===== config.mk =====
export PLATFORM = sky130hd
export DESIGN_NAME = seg7_scan_driver
export DESIGN_NICKNAME = d
export VERILOG_FILES = /design/src/rtl/seg7_pkg.sv /design/src/rtl/seg7_decode.sv /design/src/rtl/seg7_scan_driver.sv
export SDC_FILE = /design/constraint.sdc
export NUM_CORES = 1
export LEC_CHECK = 0
export BUFFER_PORTS_ARGS = -buffer_cell sky130_fd_sc_hd__buf_2
export CAP_MARGIN = 10
export CORE_ASPECT_RATIO = 1.75
export CORE_MARGIN = 1
export CORE_UTILIZATION = 30
export CTS_CLUSTER_SIZE = 20
export DETAILED_ROUTE_END_ITERATION = 8
export GPL_ROUTABILITY_DRIVEN = 0
export GPL_TIMING_DRIVEN = 0
export PLACE_DENSITY = 0.48
export SYNTH_ARGS = -nofsm -noshare
export SYNTH_HDL_FRONTEND = slang
export SYNTH_SLANG_ARGS = --single-unit

===== constraint.sdc =====
create_clock -name clk -period 6.1 [get_ports clk]
set_input_delay 0.61 -clock clk [delete_from_list [all_inputs] [get_ports clk]]
set_output_delay 0.61 -clock clk [all_outputs]
set_load 0.03 [all_outputs]

===== src/rtl/seg7_pkg.sv =====
// Shared constants for the 7-segment scan driver: segment bit positions,
// the hex-digit segment patterns and the scan-state encoding.
package seg7_pkg;

    localparam int SEG_A  = 7;
    localparam int SEG_B  = 6;
    localparam int SEG_C  = 5;
    localparam int SEG_D  = 4;
    localparam int SEG_E  = 3;
    localparam int SEG_F  = 2;
    localparam int SEG_G  = 1;
    localparam int SEG_DP = 0;

    typedef enum logic {
        ST_BLANK = 1'b0,
        ST_SHOW  = 1'b1
    } scan_state_e;

    // Places an a..g active-high glyph (a in the MSB) at the cathode bit positions.
    function automatic logic [7:0] seg_bits(input logic [6:0] abcdefg);
        logic [7:0] s;
        s         = '0;
        s[SEG_A]  = abcdefg[6];
        s[SEG_B]  = abcdefg[5];
        s[SEG_C]  = abcdefg[4];
        s[SEG_D]  = abcdefg[3];
        s[SEG_E]  = abcdefg[2];
        s[SEG_F]  = abcdefg[1];
        s[SEG_G]  = abcdefg[0];
        return s;
    endfunction

    localparam logic [7:0] SEG_PATTERN [16] = '{
        seg_bits(7'b1111110),  // 0
        seg_bits(7'b0110000),  // 1
        seg_bits(7'b1101101),  // 2
        seg_bits(7'b1111001),  // 3
        seg_bits(7'b0110011),  // 4
        seg_bits(7'b1011011),  // 5
        seg_bits(7'b1011111),  // 6
        seg_bits(7'b1110000),  // 7
        seg_bits(7'b1111111),  // 8
        seg_bits(7'b1111011),  // 9
        seg_bits(7'b1110111),  // A
        seg_bits(7'b0011111),  // b
        seg_bits(7'b1001110),  // C
        seg_bits(7'b0111101),  // d
        seg_bits(7'b1001111),  // E
        seg_bits(7'b1000111)   // F
    };

endpackage


===== src/rtl/seg7_decode.sv =====
// Combinational hex-to-cathode decoder; an invisible digit drives every
// cathode high, decimal point included.
module seg7_decode
    import seg7_pkg::*;
(
    input  logic [3:0] nibble,
    input  logic       visible,
    input  logic       dp,
    output logic [7:0] cathodes
);

    logic [7:0] segs;

    always_comb begin
        segs         = SEG_PATTERN[nibble];
        segs[SEG_DP] = dp;
        cathodes     = visible ? ~segs : 8'hFF;
    end

endmodule


===== src/rtl/seg7_scan_driver.sv =====
// Time-multiplexed common-anode 7-segment driver with shadowed display data,
// per-slot blank gap and optional leading-zero blanking.
module seg7_scan_driver
    import seg7_pkg::*;
#(
    parameter int NUM_DIGITS   = 8,
    parameter int REFRESH_DIV  = 100000,
    parameter int BLANK_CYCLES = 1000
) (
    input  logic                    clk,
    input  logic                    rstN,
    input  logic [4*NUM_DIGITS-1:0] value,
    input  logic [NUM_DIGITS-1:0]   digit_en,
    input  logic [NUM_DIGITS-1:0]   dp,
    input  logic                    blank_lz,
    input  logic                    load,
    output logic [7:0]              cathodes,
    output logic [NUM_DIGITS-1:0]   anodes,
    output logic                    frame_done
);

    localparam int SLOT_W = $clog2(REFRESH_DIV);
    localparam int IDX_W  = (NUM_DIGITS > 1) ? $clog2(NUM_DIGITS) : 1;

    localparam logic [SLOT_W-1:0] SLOT_LAST = SLOT_W'(REFRESH_DIV - 1);
    localparam logic [SLOT_W-1:0] BLANK_END = SLOT_W'(BLANK_CYCLES);
    localparam logic [IDX_W-1:0]  IDX_LAST  = IDX_W'(NUM_DIGITS - 1);
    localparam scan_state_e RESET_STATE = (BLANK_CYCLES == 0) ? ST_SHOW : ST_BLANK;

    logic [4*NUM_DIGITS-1:0] value_sh;
    logic [NUM_DIGITS-1:0]   en_sh;
    logic [NUM_DIGITS-1:0]   dp_sh;
    logic                    blank_lz_sh;

    logic [4*NUM_DIGITS-1:0] value_nx;
    logic [NUM_DIGITS-1:0]   en_nx;
    logic [NUM_DIGITS-1:0]   dp_nx;
    logic                    blank_lz_nx;

    logic [SLOT_W-1:0] slot_cnt;
    logic [SLOT_W-1:0] slot_nx;
    logic              slot_wrap;
    logic [IDX_W-1:0]  digit_idx;
    logic [IDX_W-1:0]  idx_nx;
    scan_state_e       state;

    logic [NUM_DIGITS-1:0] lz_mask;
    logic [NUM_DIGITS-1:0] visible_nx;
    logic                  seen_nz;
    logic [3:0]            sel_nibble;
    logic                  sel_visible;
    logic                  sel_dp;
    logic [7:0]            seg_nx;
    logic [7:0]            seg_slot;
    logic [NUM_DIGITS-1:0] anode_sel;

    always_ff @(posedge clk) begin
        if (!rstN) begin
            value_sh    <= '0;
            en_sh       <= '0;
            dp_sh       <= '0;
            blank_lz_sh <= 1'b0;
        end else if (load) begin
            value_sh    <= value;
            en_sh       <= digit_en;
            dp_sh       <= dp;
            blank_lz_sh <= blank_lz;
        end
    end

    // Shadow contents as they will be after this edge, so a load coinciding
    // with a slot boundary is already seen by the slot that starts there.
    assign value_nx    = load ? value    : value_sh;
    assign en_nx       = load ? digit_en : en_sh;
    assign dp_nx       = load ? dp       : dp_sh;
    assign blank_lz_nx = load ? blank_lz : blank_lz_sh;

    assign slot_wrap = (slot_cnt == SLOT_LAST);
    assign slot_nx   = slot_wrap ? '0 : slot_cnt + 1'b1;

    always_comb begin
        idx_nx = digit_idx;
        if (slot_wrap) begin
            idx_nx = (digit_idx == IDX_LAST) ? '0 : digit_idx + 1'b1;
        end
    end

    // Walk from the top digit down; disabled digits never end the zero run.
    always_comb begin
        seen_nz = 1'b0;
        lz_mask = '0;
        for (int i = NUM_DIGITS - 1; i >= 0; i--) begin
            if (en_nx[i] && (value_nx[4*i +: 4] != 4'h0)) begin
                seen_nz = 1'b1;
            end
            lz_mask[i] = blank_lz_nx && !seen_nz && (i != 0);
        end
    end

    assign visible_nx = en_nx & ~lz_mask;

    always_comb begin
        sel_nibble  = 4'h0;
        sel_visible = 1'b0;
        sel_dp      = 1'b0;
        for (int i = 0; i < NUM_DIGITS; i++) begin
            if (idx_nx == IDX_W'(i)) begin
                sel_nibble  = value_nx[4*i +: 4];
                sel_visible = visible_nx[i];
                sel_dp      = dp_nx[i];
            end
        end
    end

    seg7_decode u_decode (
        .nibble   (sel_nibble),
        .visible  (sel_visible),
        .dp       (sel_dp),
        .cathodes (seg_nx)
    );

    always_comb begin
        anode_sel = '1;
        for (int i = 0; i < NUM_DIGITS; i++) begin
            if (digit_idx == IDX_W'(i)) begin
                anode_sel[i] = 1'b0;
            end
        end
    end

    // Scan FSM. The digit pattern is frozen at each slot boundary so that a
    // mid-slot load only shows up from the following slot.
    always_ff @(posedge clk) begin
        if (!rstN) begin
            slot_cnt   <= '0;
            digit_idx  <= '0;
            state      <= RESET_STATE;
            seg_slot   <= 8'hFF;
            cathodes   <= 8'hFF;
            anodes     <= '1;
            frame_done <= 1'b0;
        end else begin
            slot_cnt   <= slot_nx;
            digit_idx  <= idx_nx;
            frame_done <= slot_wrap && (digit_idx == IDX_LAST);
            if (slot_wrap) begin
                seg_slot <= seg_nx;
            end

            case (state)
                ST_SHOW: begin
                    cathodes <= seg_slot;
                    anodes   <= anode_sel;
                end
                default: begin
                    cathodes <= 8'hFF;
                    anodes   <= '1;
                end
            endcase

            if (slot_nx == BLANK_END) begin
                state <= ST_SHOW;
            end else if (slot_nx == '0) begin
                state <= ST_BLANK;
            end
        end
    end

endmodule


**Word-level counts from Yosys, hierarchy flattened**

Memories as Yosys holds them, arrays and structs flattened.
Index checks and enable logic that the tools add are counted.

- Add/subtract/negate cells: 2
- Magnitude comparators: 1
- Eq/ne operators: 16
- Muxes and demuxes: 51
- Bitwise logic cells: 4
- Reduce and logical (&&, ||, !) cells: 34

Operator list:

| cell | number |
|---|---|
| 2-to-1 mux 8 bit | 5 |
| 2-to-1 mux 1 bit | 34 |
| 2-to-1 mux 32 bit | 1 |
| 2-to-1 mux 4 bit | 8 |
| nonzero test 4 bit | 7 |
| equality test 3 bit (second input constant) | 8 |
| adder 17 x 1 -> 17 bit (second input constant) | 1 |
| equality test 17 x 10 -> 1 bit (second input constant) | 1 |
| equality test 17 bit (second input constant) | 1 |
| zero test 17 bit | 1 |
| 2-to-1 mux 17 bit | 1 |
| NOT 8 bit | 2 |
| logical AND 1 bit | 15 |
| equality test 3 x 2 -> 1 bit (second input constant) | 4 |
| AND 8 bit | 1 |
| zero test 1 bit | 7 |
| equality test 3 x 1 -> 1 bit (second input constant) | 2 |
| zero test 3 bit | 2 |
| 2-to-1 mux 3 bit | 2 |
| greater-or-equal comparator 5 bit (second input constant) | 1 |
| NOT 4 -> 5 bit | 1 |
| adder 3 x 1 -> 3 bit (second input constant) | 1 |
| AND reduction 2 bit | 1 |
| nonzero test 2 bit | 1 |

- Bits in registers: 95
- ROM bits: 128
- Output and inout port bits: 17
- Word-level logic and storage cells: 120
- Memories kept: 1

Memories:

| name | depth | width | read ports | clocked after Yosys merged registers in | write ports | line | source |
|---|---|---|---|---|---|---|---|
| (no name shown) | 16 | 8 | 1 | 0 | 0 | seg7_decode.sv:15 | `segs = SEG_PATTERN[nibble];` |

**Depth between registers and ports, before layout**

- Depth after elaboration: 23
- Mapped depth: 17
- Mapped depth without buffers: 14

**Hierarchy**

From an unflattened synthesis, not the netlist that was laid out.

- Cell total of the unflattened synthesis: 591
- Area, all modules: 5198.7 um2

By module, submodules not included:

| module | times used | cells an instance | area each (um2) | sequential area each (um2) |
|---|---|---|---|---|
| seg7_scan_driver | 1 | 552 | 4909.7 | 1901.8 |
| seg7_decode | 1 | 39 | 289.0 | 0.0 |

**Worst setup path before layout**

Ideal clock, no wire load.

- Kind: reg-to-reg
- Start point: register digit_idx[0]
- End point: register seg_slot[2]
- Data arrival time: 3.373 ns
- Slack: 2.599 ns
- Cell stages (with the launch flop): 16
- Buffers on the path: 2
- Clock period less this slack: 3.501 ns
- Cells stage by stage: dfxtp_1 -> clkbuf_1 -> clkbuf_1 -> inv_1 -> ha_1 -> or3_1 -> mux2_2 -> o21ai_2 -> nor2_1 -> o32ai_4 -> inv_2 -> ha_1 -> inv_1 -> mux2i_1 -> a221oi_1 -> o21ai_1

- Longest elaborated chain between the ends: 18

Ends and longest elaborated chain:

| item | line | source |
|---|---|---|
| start: declaration | seg7_scan_driver.sv:43 | `logic [IDX_W-1:0] digit_idx;` |
| start signal: assignment | seg7_scan_driver.sv:144 | `digit_idx <= idx_nx;` |
| adder 3 x 1 -> 3 bit or equality test 3 bit (tied branches) | seg7_scan_driver.sv:84 | `idx_nx = (digit_idx == IDX_LAST) ? '0 : digit_idx + 1'b1;` |
| 2-to-1 mux 3 bit | seg7_scan_driver.sv:84 |  |
| 2-to-1 mux 3 bit (*) | seg7_scan_driver.sv:83 | `if (slot_wrap) begin` |
| zero test 3 bit | seg7_scan_driver.sv:107 | `if (idx_nx == IDX_W'(i)) begin` |
| 2-to-1 mux 4 bit (8 in series) | seg7_scan_driver.sv:107 |  |
| NOT 4 -> 5 bit (not written as such) | seg7_decode.sv:15 |  |
| memory read (16 x 8 bit) | - |  |
| 2-to-1 mux 8 bit (not written as such) (2 in series) | seg7_decode.sv:15 |  |
| NOT 8 bit | seg7_decode.sv:17 | `cathodes = visible ? ~segs : 8'hFF;` |
| 2-to-1 mux 8 bit (*) | seg7_decode.sv:17 |  |
| end signal: assignment | seg7_scan_driver.sv:147 | `seg_slot <= seg_nx;` |
| end: declaration | seg7_scan_driver.sv:54 | `logic [7:0] seg_slot;` |

Every way passes the cells marked *; elsewhere a longest branch is shown, timed or not. The select of a mux whose other input is x is not followed.
A chain may end at the register's enable or synchronous reset.

**Final worst setup path**

Same ends and word-level chain as after synthesis.

==> out/qor.csv <==
metric;value;unit
flop-to-flop setup slack;1.78;ns
Final Hold Violating Endpoints;0;
Total Power;1.40;mW
synth top area cells;dfxtp_1, mux2i_1, nor2_1;
Syn Inst Count;573;
initial DRC count;190;
final setup fails;0;
Post-Layout Cell Count;880;
vias in the first global route;4576;
PostCTS Resize Cnt;0;
slew at the pin closest to its max-slew limit;0.729;ns
leakage power;2.41;nW
Max Clk Rate;232;MHz
GRT Total Usage;0.192;
Synth cell types;72;
R2R cell count;15;
placed cell count;864;
via count;4531;
Post-synth EDFFs;0;
1st-pass router iterations;4;
crit path capture type;register;
Max Slew Vio Count;0;
cell taking the most area after synthesis;dfxtp_1;
Largest stage delay, worst path;0.45;ns
Avg Synthesized Cell Area;8.93;sq um
postcts setup bufs;0;
layout cells sized above 1;0.198;
CP delay by family, top;buffers and inverters;
critical path launch point type;register;
worst min-delay path class;register to register;
Post-DP HPWL;12700;um
worst path cell trace;clkbuf_1 > clkbuf_1 > inv_1 > ha_1 > or3_1 > mux2_2 > o21ai_2 > nor2_1 > o32ai_4 > inv_2 > ha_1 > inv_1 > mux2i_1 > a221oi_1 > o21ai_1;
worst r2r src;digit_idx[0];
DRC;0;
Buf/Inv on CP;5;
maximum VDD drop;130;uV
Clock Pin Slew Worst Setup and Hold Paths;0.07;ns
WL/cell;18.3;um
synthesized flop and latch total;95;
Final min period;4.32;ns
Ys Warns;0;
crit share post-route;0.708;
root buf cell;clkbuf_16;
Setup TNS Final;0;ns
Most used DFF post-synth;dfxtp_1;
worst-path fanout max;10;
Power per Cell Area;232;nW/um^2
# IOs;69;
Die Y;175;um
Vias/cell;5.15;
nets;716;
Setup CP Type;register to register;
RSZ-0062 raised after global routing;no;
synthesis-to-layout area growth;18.1;%
clk buf depth;2;
Arr. time, crit path;4.52;ns
sequential fraction of the synthesis area;0.372;
port buffer count;67;
CTS tree;done;
syn_nets;638;
status;finished clean;
CTS H-Tree Depth;3;
Hold Path End;cathodes[4];
CTS Hold Bufs;0;
Post-synth ARST share;0;
die area;17600;sq um
Finished Cell Area;6040;sq um
grt ovf;0;
Worst EP required;6.31;ns
largest net degree at the start of global routing;16;
total CTS buffers;9;
synthesized area;5120;sq um
min-delay src;seg_slot[4];
CP max stage cell;o32ai_4;
Routed Antenna Nets;0;
Synth top area share;0.372;
DRT Wirelength;16100;um
skew final;0.00809;ns
Final Util;0.366;
clk sink count;95;
Max-slew headroom;0.514;
Post-DP Area;5730;sq um
clk_lat worst skew;0.35;ns
Hold Path Stages;1;
FP Rows;62;
Max-Cap Viols;0;
total core area;16500;sq um
RR Endpoint;seg_slot[2];
Initial Utilization;0.310;
global-route wire length before repair;25200;um
ANT cells;0;
initial antenna violation count;0;
Die Width;101;um
-- report_power, final --
group,internal [mW],switching (mW),leakage [nW]
clock network,0.342,0.249,0.153
logic,0.0674,0.0935,1.48
registers,0.641,0.0103,0.777
total,1.05,0.353,2.41
-- logic make-up after synthesis --
logic type | count (synthesis) | share of synthesized area
muxes | 66 | 0.152
and+or+nand+nor | 224 | 0.220
adders and majority gates | 13 | 0.0318
xor gates and xnor gates | 13 | 0.0223
buffers and inverters | 51 | 0.0518
DFF | 95 | 0.372
AOI/OAI and AO/OA | 111 | 0.151
-- metrics by stage --
stage | hold WS [ns] | setup slack, ns
global route | 0.463 | 1.50
finish | 0.443 | 1.78
detailed placement | 0.432 | 1.85
floorplan | 0.411 | 2.60
CTS | 0.450 | 1.82
global placement | 0.437 | 1.90
-- cells in the final DEF (no fill, tap or decap), drive strengths merged, types with 3 or more instances in the layout --
cell	instances
and3	6
nand3	15
o211ai	6
xor2	6
nand4	9
dfxtp	95
mux4	6
o22ai	8
nor4	9
a22oi	5
mux2	11
a21oi	32
buf	87
ha	13
or3	4
clkinv	3
nand3b	3
xnor2	7
a211oi	8
a221oi	3
nand2	33
inv	17
mux2i	49
nor3	21
and4	5
a31oi	6
o21ai	24
nor2	85
and2	10
nor2b	3
nand2b	16
o41ai	3
clkbuf	26
-- flip-flops by register name (all words and copies together), names as in the netlist --
signal	flops
dp_sh	8
value_sh	32
frame_done	1
seg_slot	8
en_sh	8
slot_cnt	17
cathodes	8
blank_lz_sh	1
anodes	8
digit_idx	3
state	1
-- how the worst max path moves through the flow --
| stage | from | end | slack (ns) | cells past startpoint |
|---|---|---|---|---|
| floorplan | digit_idx[0] | seg_slot[2] | 2.60 | 15 |
| detailed placement | digit_idx[0] | seg_slot[2] | 1.85 | 15 |
| finish | digit_idx[0] | seg_slot[2] | 1.78 | 15 |
| CTS | digit_idx[0] | seg_slot[2] | 1.82 | 15 |
| global placement | digit_idx[0] | seg_slot[2] | 1.90 | 15 |
| global route | digit_idx[0] | seg_slot[2] | 1.50 | 15 |
-- area by class of cell --
cell class	count	area, sq um
multi-input cells	427	2950
fillers	1729	10500
flip-flops and latches	95	1900
plain buffers	34	201
clock inverters	4	52.6
well taps	224	280
clock buffers	12	256
repair buffers	67	335
inverters	17	63.8
-- layer usage --
layer  track usage  wire, um  vias to the layer above
li1              -         -                     2214
met1         0.191      5910                     2172
met2         0.373      8970                      112
met3        0.0300       497                       33
met4        0.0954       729                        0
met5             0         0                        -
-- cell usage after synthesis, drive strengths merged (4+ instances only) --
master,instances
a211oi,8
a21oi,32
a22oi,5
a31oi,6
and2,10
and3,6
and4,5
buf,20
clkbuf,14
dfxtp,95
ha,13
inv,16
mux2,11
mux2i,49
mux4,6
nand2,33
nand2b,16
nand3,15
nand4,9
nor2,85
nor3,21
nor4,9
o211ai,6
o21ai,24
o22ai,8
or3,4
xnor2,7
xor2,6
Power figures use the tool's default switching activity.
